**src/rtl/pll_reset_seq.sv**
```systemverilog
// Staged reset sequencer driven by a synchronised PLL lock flag.
// Lock-loss statistics are built only when PLL_RESET_STATUS_EN is defined.
module pll_reset_seq #(
   parameter int LOCK_CYCLES = 1024,
   parameter int STAGES      = 3,
   parameter int STAGE_GAP   = 16,
   parameter int COUNT_WIDTH = 8
) (
   input  logic                   clock,
   input  logic                   reset,
   input  logic                   locked,
   input  logic                   clear_status,
   output logic [STAGES-1:0]      reset_out,
   output logic                   ready,
   output logic [1:0]             state,
   output logic [COUNT_WIDTH-1:0] lock_loss_count,
   output logic                   lock_lost
);

   localparam int LW = $clog2(LOCK_CYCLES + 1);
   localparam int GW = $clog2(STAGE_GAP + 1);
   localparam logic [LW-1:0] LOCK_LAST = LW'(LOCK_CYCLES - 1);
   localparam logic [GW-1:0] GAP_LAST  = GW'(STAGE_GAP - 1);

   typedef enum logic [1:0] {
      WAIT_LOCK = 2'd0,
      STABILIZE = 2'd1,
      RELEASE   = 2'd2,
      RUN       = 2'd3
   } state_t;

   state_t            st;
   logic              lock_m;
   logic              lock_s;
   logic [LW-1:0]     lock_cnt;
   logic [GW-1:0]     gap_cnt;
   logic [STAGES-1:0] next_out;

   // Shifting in a zero releases the next stage, lowest bit first
   assign next_out = reset_out << 1;
   assign state    = st;

   always_ff @(posedge clock or posedge reset) begin
      if (reset) begin
         lock_m <= 1'b0;
         lock_s <= 1'b0;
      end else begin
         lock_m <= locked;
         lock_s <= lock_m;
      end
   end

   always_ff @(posedge clock or posedge reset) begin
      if (reset) begin
         st        <= WAIT_LOCK;
         reset_out <= '1;
         ready     <= 1'b0;
         lock_cnt  <= '0;
         gap_cnt   <= '0;
      end else if (st != WAIT_LOCK && !lock_s) begin
         st        <= WAIT_LOCK;
         reset_out <= '1;
         ready     <= 1'b0;
         lock_cnt  <= '0;
         gap_cnt   <= '0;
      end else begin
         unique case (st)
            WAIT_LOCK: begin
               lock_cnt <= '0;
               if (lock_s) st <= STABILIZE;
            end
            STABILIZE: begin
               if (lock_cnt == LOCK_LAST) begin
                  reset_out <= next_out;
                  gap_cnt   <= '0;
                  if (STAGES == 1) begin
                     st    <= RUN;
                     ready <= 1'b1;
                  end else begin
                     st <= RELEASE;
                  end
               end else begin
                  lock_cnt <= lock_cnt + LW'(1);
               end
            end
            RELEASE: begin
               if (gap_cnt == GAP_LAST) begin
                  gap_cnt   <= '0;
                  reset_out <= next_out;
                  if (next_out == '0) begin
                     st    <= RUN;
                     ready <= 1'b1;
                  end
               end else begin
                  gap_cnt <= gap_cnt + GW'(1);
               end
            end
            RUN: begin
               st <= RUN;
            end
            default: st <= WAIT_LOCK;
         endcase
      end
   end

`ifdef PLL_RESET_STATUS_EN
   logic loss_event;

   // Loss while still stabilising is a glitch, not an event
   assign loss_event = !lock_s && (st == RELEASE || st == RUN);

   always_ff @(posedge clock or posedge reset) begin
      if (reset) begin
         lock_loss_count <= '0;
         lock_lost       <= 1'b0;
      end else if (clear_status) begin
         lock_loss_count <= loss_event ? COUNT_WIDTH'(1) : '0;
         lock_lost       <= loss_event;
      end else if (loss_event) begin
         if (lock_loss_count != '1)
            lock_loss_count <= lock_loss_count + COUNT_WIDTH'(1);
         lock_lost <= 1'b1;
      end
   end
`else
   logic unused_clear;

   assign unused_clear    = clear_status;
   assign lock_loss_count = '0;
   assign lock_lost       = 1'b0;
`endif

endmodule

```
**config.mk**
```make
export PLATFORM = sky130hd
export DESIGN_NAME = pll_reset_seq
export DESIGN_NICKNAME = d
export VERILOG_FILES = /design/src/rtl/pll_reset_seq.sv
export SDC_FILE = /design/constraint.sdc
export NUM_CORES = 1
export LEC_CHECK = 0
export CORE_MARGIN = 1
export CORE_UTILIZATION = 53
export CTS_CLUSTER_DIAMETER = 100
export DETAILED_ROUTE_END_ITERATION = 16
export PLACE_DENSITY = 0.78
export SLEW_MARGIN = 0
export SYNTH_ARGS = -nofsm -noshare
export SYNTH_HDL_FRONTEND = slang
export SYNTH_SLANG_ARGS = --single-unit
```
**constraint.sdc**
```tcl
create_clock -name clock -period 2.6 [get_ports clock]
set_input_delay 0.39 -clock clock [delete_from_list [all_inputs] [get_ports clock]]
set_output_delay 0.39 -clock clock [all_outputs]
set_load 0.01 [all_outputs]
```
# Yosys cells after proc, flatten, opt, wreduce, memory -nomap -nowiden
# Cells that the tools add are included.
classes:
  add_sub_neg: 2
  n_eq_ne: 10
  mux: 21
  n_reduce_logical: 15
op_table:
  columns: ["op", "n"]
  rows:
  - ["11-bit two-way mux", 2]
  - ["11-bit one-hot mux with 2 select lines", 1]
  - ["5-bit two-way mux", 3]
  - ["3-bit inequality test (second input constant)", 5]
  - ["11-bit by 1-bit adder with 11-bit output (second input constant)", 1]
  - ["11-bit by 10-bit == test with 1-bit output (second input constant)", 1]
  - ["2-bit two-way mux", 5]
  - ["5-bit one-hot mux with 2 select lines", 1]
  - ["3-bit two-way mux", 3]
  - ["2-bit one-hot mux with 4 select lines", 1]
  - ["2-bit nonzero test", 4]
  - ["3-bit one-hot mux with 2 select lines", 1]
  - ["3-bit AND reduction", 2]
  - ["3-bit nonzero test", 2]
  - ["5-bit by 1-bit adder with 5-bit output (second input constant)", 1]
  - ["5-bit by 4-bit == test with 1-bit output (second input constant)", 1]
  - ["2-bit == test (second input constant)", 2]
  - ["1-bit two-way mux", 4]
  - ["2-bit AND reduction", 2]
  - ["4-bit AND reduction", 1]
  - ["3-bit zero test", 1]
  - ["2-bit by 1-bit == test with 1-bit output (second input constant)", 1]
  - ["2-bit zero test", 1]
  - ["1-bit logical AND", 1]
  - ["1-bit zero test", 1]
word_totals:
  ff_bits: 24
  input_bits: 4
  output_inout_bits: 15
  wordCells: 55

# Logic depth before layout (Yosys ltp)
# Gate-level depths: netlist (run 1).
depth:
  depth_word: 5
  depth_mapped: 6
  ltp_nobuf: 5

# Least setup slack after synthesis (run 1)
# OpenSTA, ideal clock, no wires.
synth_path:
  path_kind: "flip-flop to flip-flop"
  startpoint: "register lock_cnt[0]"
  endpoint: "register lock_cnt[7]"
  setup_ns: 0.082
  arrival_time_ns: 1.739
  t_required_ns: 2.518
  setup_slack_ns: 0.779
  path_stages_with_launch: 7
  n_path_buf: 1
  synth_period_minus_slack_ns: 1.821
  cell_sequence: "dfrtp_1 > ha_1 > and3_1 > and3_4 > buf_6 > or4_1 > a31oi_1"
synth_via:
  elab_chain_len: 4
  word_cells_on_any_way: 7
  cone_classes: "1 x add/sub; 2 x eq/ne; 3 x mux; 1 x reduce/logical"
synth_rtl:
  columns: ["element", "line", "text"]
  rows:
  - ["start, declared", "35", "logic [LW-1:0] lock_cnt;"]
  - ["start signal, assigned", "83", "lock_cnt <= lock_cnt + LW'(1);"]
  - ["11-bit by 1-bit adder with 11-bit output", "83", null]
  - ["11-bit two-way mux", "73", "if (lock_cnt == LOCK_LAST) begin"]
  - ["11-bit one-hot mux with 2 select lines", "67", "unique case (st)"]
  - ["11-bit two-way mux", "60", "end else if (st != WAIT_LOCK && !lock_s) begin"]
# Parallel ways exist; a longest one is shown, timed or not. The select of a mux whose other input is x is not followed.
# A chain may end at the register's enable or synchronous reset.

# Worst setup path in the final report (run 1)
layout_path:
  startpoint: "register st[0] (netlist: state[0])"
  endpoint: "output state[0]"
layout_rtl:
  columns: ["element", "line", "text"]
  rows:
  - ["start, declared", "32", "state_t st;"]
  - ["start signal, assigned", "55", "st <= WAIT_LOCK;"]
  - ["start signal, assigned", "61", "st <= WAIT_LOCK;"]
  - ["start signal, assigned", "70", "if (lock_s) st <= STABILIZE;"]
  - ["end, declared", "15", "output logic [1:0] state,"]
# No word-level cell between the ends.

==> results of run 1 <==
-- registers in the layout (all words and copies together), names as in the netlist --
signal and cells:
gap_cnt 5, lock_cnt 11, lock_s 1, reset_out 3, ready 1, lock_m 1
state 2
-- area by class of cell --
| type | count | area, um2 | area share (%) |
|---|---|---|---|
| Tap cell | 28 | 35.03 | 2.491 |
| Inverter | 6 | 22.52 | 1.601 |
| Multi-Input combinational cell | 99 | 604.3 | 42.97 |
| Timing Repair Buffer | 9 | 87.58 | 6.228 |
| Clock buffer | 3 | 22.52 | 1.601 |
| Sequential cell | 24 | 604.3 | 42.97 |
| Clock inverter | 1 | 30.03 | 2.135 |
-- metal layers --
metal / part of all wire [%] / GRT usage [%] / vias to the layer above / wire (um)
met5: 0 / 0 / - / 0
met4: 1.4 / 9.910 / 0 / 34
met3: 4.3 / 3.801 / 5 / 107
met2: 45 / 33.33 / 29 / 1112
met1: 49 / 30.94 / 492 / 1208
li1: - / - / 497 / -
-- cells by family after synthesis --
family / count (synthesis) / synth area share, %
buffers and inverters: 21 / 9.769
AO/OA/AOI/OAI: 44 / 22.89
multiplexers: 1 / 0.7663
AND/OR/NAND/NOR: 43 / 18.10
other: 1 / 0.2871
adder cells (fa/ha/maj): 2 / 1.915
flip-flops: 24 / 46.26
-- cells in the mapped netlist (all sizes together) (2+ instances only) --
cell,instances,area (um2)
a21o,2,17.52
a21oi,10,50.05
a31oi,5,31.28
a41o,3,30.03
and3,2,17.52
and4,2,17.52
buf,11,90.08
clkbuf,4,15.01
dfrtp,21,525.5
dfstp,3,78.83
ha,2,25.02
inv,6,22.52
nand2,12,45.04
nand3,6,30.03
nor2,6,22.52
o211ai,3,22.52
o21ai,9,45.04
o22a,2,17.52
o41ai,2,17.52
or3,4,25.02
or4,2,15.01
-- worst min-delay path by stage --
stage                                start               end  slack, ns
final                     lock_m$_DFF_PP0_  lock_s$_DFF_PP0_       0.37
after floorplan           lock_m$_DFF_PP0_  lock_s$_DFF_PP0_       0.33
after global routing      lock_m$_DFF_PP0_  lock_s$_DFF_PP0_       0.39
after CTS                 lock_m$_DFF_PP0_  lock_s$_DFF_PP0_       0.37
after detailed placement  lock_m$_DFF_PP0_  lock_s$_DFF_PP0_       0.34
after global placement    lock_m$_DFF_PP0_  lock_s$_DFF_PP0_       0.34
-- stage by stage --
stage / cells / setup WS (ns)
floorplan: 144 / 0.7788
global placement: 166 / 0.7875
detailed placement: 166 / 0.7303
CTS: 170 / 0.6056
global route: 170 / 0.5169
finish: 170 / 0.5883
-- power breakdown --
part	leakage, nW	switching [mW]	internal, mW
sequential	0.317	0.0122	0.382
clock	0.0279	0.123	0.156
combinational	0.261	0.0274	0.0174
==> impl_metrics.csv, run 1 <==
group,metric,value,unit
clock_network,postCtsResizedCells,0,
floorplan,die_h,51.65,um
critical_path,r2r_cells,5,
critical_path,crit_path_start,"state[0]$_DFFE_PP0P_",
placement,place.gp.congestion,0.7718,
outcome,status,"finished, final reports clean",
yosys,yosysWarnings,0,
finish,diodes,0,
global_route,grt_overflow,0,
critical_path,worst-path-buf-inv,1,
yosys,ys_seq_elements,24,
clock_network,cts_root_buffer,"clkbuf_4",
yosys,synth.distinct_cells,42,
global_route,grt_pass1_vias,956,
global_route,track_usage,22.09,%
critical_path,rrSetupSlack,0.70,ns
critical_path,crit_slowest_cell,"dfrtp_1",
critical_path,cp-endpoint,"state[0]",
detailed_routing,via_count,1023,
critical_path,cpLargestDelayFamily,"flip-flops",
yosys,synth_edf_count,0,
floorplan,ios,19,
detailed_routing,post-route-drc-count,0,
floorplan,fp.coreArea,2276,um2
critical_path,critPathCaptureType,"output port",
detailed_routing,wl,2463,um
critical_path,crit_cells,1,
timing,hold_viol,0,
timing,drv_slew,0,
detailed_routing,dr.first_iter.drc_count,12,
detailed_routing,viasPerCell,6.018,
critical_path,worstSetupPathType,"flip-flop to output port",
critical_path,worstPathRequired,2.21,ns
timing,grt_setup_unrepaired,"false",
pwr,finalPower,717.8,uW
flow_run,maxCapViolCount,0,
pwr,p_leak,0.6055,nW
yosys,ys_seq_area_share,46.26,%
timing,tns,0,ns
pwr,p_per_area,510.4,nW/um2
yosys,syn_area_per_cell,9.605,um2
critical_path,timing.rr.start,"lock_cnt[0]$_DFFE_PP0P_",
critical_path,cp-start-kind,"flip-flop",
pwr,vdd.ir_drop.worst,0.3128,mV
timing,setup_viol,0,
finish,final_common_cell,"dfrtp_1",
finish,area_growth,7.663,%
floorplan,rows,17,
finish,final_area,1406,um2
detailed_routing,first_pass_iters,7,
timing,holdWs,0.3682,ns
global_route,antenna_found_initial,0,
yosys,async_reset_ff_share,100.0,%
critical_path,cp_max_fo,16,
floorplan,die_area,2667,um2
detailed_routing,ant_nets,0,
clock_network,hold_buffers,0,
clock_network,cts_buffer_depth,2,
yosys,syn-cell-area,1306,um2
timing,tightest_slew,0.5922,ns
placement,dp_hpwl,1726,um
global_route,grt_pass1_wl,4298,um
hold_path,worstHoldPathType,"flip-flop to flip-flop",
clock_network,cts_tree,"built",
timing,skew,0.004463,ns
clock_network,cts_inserted_buffers,3,
clock_network,clkTransAtPathRegs,0.14,ns
placement,place_area,1354,um2
finish,final_core_util,61.79,%
critical_path,crit_arrival,1.62,ns
yosys,ys.flop_type,"dfrtp_1",
finish,nets,149,
global_route,grt_max_degree,25,
timing,max_freq,497.1,MHz
timing,slew_headroom,60.11,%
finish,num-fill-cells,196,
critical_path,slowest_delay,0.67,ns
yosys,synthCells,136,
critical_path,path_cells,"clkdlybuf4s50_1",
finish,drive_gt1_share,9.859,%
finish,layout_common_cells,"dfrtp_1, nand2_1, a21oi_1",
timing,fin_crit,2.012,ns
hold_path,min_path_cells,0,
critical_path,r2r_end,"lock_cnt[7]$_DFFE_PP0P_",
clock_network,worstSkewPairLatency,0.33,ns
detailed_routing,wl_per_cell,14.49,um
clock_network,post_cts_buffers,0,
clock_network,cts.sinks,24,
timing,min_period_over_period,77.37,%
placement,port_buffers,8,
floorplan,initial_core_util,57.39,%
clock_network,htree_num_levels,1,
floorplan,die_w,51.65,um
Power figures use the tool's default switching activity.
==> run 2: changes to the inputs <==
==> constraint.sdc (replaced) <==
create_clock -name clock -period 1.9 [get_ports clock]
set_input_delay 0.285 -clock clock [delete_from_list [all_inputs] [get_ports clock]]
set_output_delay 0.285 -clock clock [all_outputs]
set_load 0.01 [all_outputs]
==> impl_metrics.csv, run 2 (synthesis gave the netlist of run 1 again) <==
group,metric,value,unit
timing,fin_crit,1.805,ns
detailed_routing,first_pass_iters,5,
detailed_routing,via_count,1074,
timing,slew_headroom,63.42,%
timing,holdWs,0.2533,ns
floorplan,die_area,2667,um2
critical_path,r2r_end,"lock_cnt[7]$_DFFE_PP0P_",
critical_path,r2r_cells,5,
critical_path,rrSetupSlack,0.1,ns
placement,place.gp.congestion,0.7691,
floorplan,die_h,51.65,um
finish,num-fill-cells,179,
critical_path,crit_arrival,2.06,ns
detailed_routing,ant_nets,0,
pwr,p_per_area,681.5,nW/um2
finish,layout_common_cells,"dfrtp_1, nand2_1, a21oi_1",
critical_path,cp_max_fo,6,
detailed_routing,viasPerCell,6.208,
floorplan,ios,19,
floorplan,rows,17,
hold_path,worstHoldPathType,"input pin to async pin",
clock_network,cts_tree,"built",
timing,tns,0,ns
critical_path,cp-start-kind,"flip-flop",
finish,largestRegisters,"lock_cnt (11), gap_cnt (5), reset_out (3)",
timing,skew,0.002317,ns
clock_network,post_cts_buffers,0,
clock_network,htree_num_levels,1,
global_route,grt_pass1_vias,1020,
timing,drv_slew,0,
floorplan,initial_core_util,57.39,%
clock_network,clkTransAtPathRegs,0.13,ns
finish,largest_reg_flops,11,
detailed_routing,wl,2612,um
outcome,status,"finished, final reports clean",
flow_run,maxCapViolCount,0,
finish,largest_register,"lock_cnt",
global_route,grt_pass1_wl,4567,um
critical_path,critPathCaptureType,"flip-flop",
detailed_routing,post-route-drc-count,0,
pwr,vdd.ir_drop.worst,0.6060,mV
clock_network,cts_inserted_buffers,3,
finish,drive_gt1_share,14.48,%
finish,final_core_util,63.00,%
global_route,antenna_found_initial,0,
clock_network,cts_root_buffer,"clkbuf_4",
critical_path,worstSetupPathType,"flip-flop to flip-flop",
floorplan,die_w,51.65,um
global_route,track_usage,23.21,%
critical_path,timing.rr.start,"lock_cnt[1]$_DFFE_PP0P_",
placement,place_area,1376,um2
timing,setup_viol,0,
timing,max_freq,554.1,MHz
detailed_routing,dr.first_iter.drc_count,31,
global_route,grt_overflow,0,
critical_path,worstPathRequired,2.15,ns
detailed_routing,wl_per_cell,15.10,um
timing,hold_viol,0,
timing,tightest_slew,0.5430,ns
timing,min_period_over_period,94.98,%
finish,nets,152,
finish,area_growth,9.770,%
placement,dp_hpwl,1882,um
finish,final_area,1434,um2
finish,final_common_cell,"dfrtp_1",
finish,diodes,0,
clock_network,cts_buffer_depth,2,
floorplan,fp.coreArea,2276,um2
pwr,p_leak,0.6151,nW
timing,grt_setup_unrepaired,"false",
clock_network,worstSkewPairLatency,0.32,ns
clock_network,cts.sinks,24,
global_route,grt_max_degree,17,
placement,port_buffers,8,
-- run 2: cell types whose count changed in the layout (fill, tap and decap cells not counted) --
cell,before,now
a41o_2,0,1
dfrtp_2,0,2
dfrtp_1,21,19
a41o_1,3,2
and3_2,0,1
and3_1,1,0
buf_4,1,4
-- run 2: worst max-delay path by stage --
stage / start / endpoint / cells past startpoint
after floorplan: lock_cnt[0]$_DFFE_PP0P_ / lock_cnt[7]$_DFFE_PP0P_ / 6
after global placement: lock_cnt[1]$_DFFE_PP0P_ / lock_cnt[7]$_DFFE_PP0P_ / 5
after detailed placement: lock_cnt[1]$_DFFE_PP0P_ / lock_cnt[7]$_DFFE_PP0P_ / 5
after CTS: state[0]$_DFFE_PP0P_ / state[0] / 1
after global routing: lock_cnt[1]$_DFFE_PP0P_ / lock_cnt[5]$_DFFE_PP0P_ / 5
final: lock_cnt[1]$_DFFE_PP0P_ / lock_cnt[7]$_DFFE_PP0P_ / 5
-- run 2: cell type report --
type / count / area (um2) / share of cell area, %
flip-flops and latches: 24 / 606.8 / 42.32
multi-input cells: 99 / 606.8 / 42.32
repair buffers: 12 / 110.1 / 7.679
well taps: 28 / 35.03 / 2.443
clock inverters: 1 / 30.03 / 2.094
clock buffers: 3 / 22.52 / 1.571
inverters: 6 / 22.52 / 1.571
-- run 2: what timing repair did --
| action | CTS | global route |
|---|---|---|
| endpoints found under the setup margin | 0 | 7 |
| resized for setup | 0 | 4 |
| hold buffers | 0 | 0 |
-- run 2: critical path: stages, from the launching register on --
cell	delay (ns)
dfrtp_1	0.43
ha_1	0.22
and3_2	0.26
and3_4	0.18
or4_1	0.51
a31oi_1	0.14
-- run 2: power breakdown --
part | internal [mW] | switching [mW] | total, mW | leakage (nW)
logic | 0.0266 | 0.0397 | 0.0662 | 0.273
clock network | 0.213 | 0.159 | 0.372 | 0.0279
registers | 0.522 | 0.0162 | 0.538 | 0.314
-- run 2: metal layers --
layer  up-vias  part of all wire, %  track usage (%)
met5         -                    0                0
met4         0                 0.46            5.856
met3         5                  5.2            6.433
met2        40                   50            37.66
met1       524                   44            30.61
li1        505                    -                -
-- run 2: per-stage QoR --
step	power, mW	cells	setup WS, ns
3_5_place_dp	0.6138	169	0.08898
6_report	0.9771	173	0.09538
5_1_grt	1.018	173	0.01403
4_1_cts	0.9877	173	0.01639
2_1_floorplan	0.5974	144	0.07882
3_3_place_gp	0.6100	169	0.1446
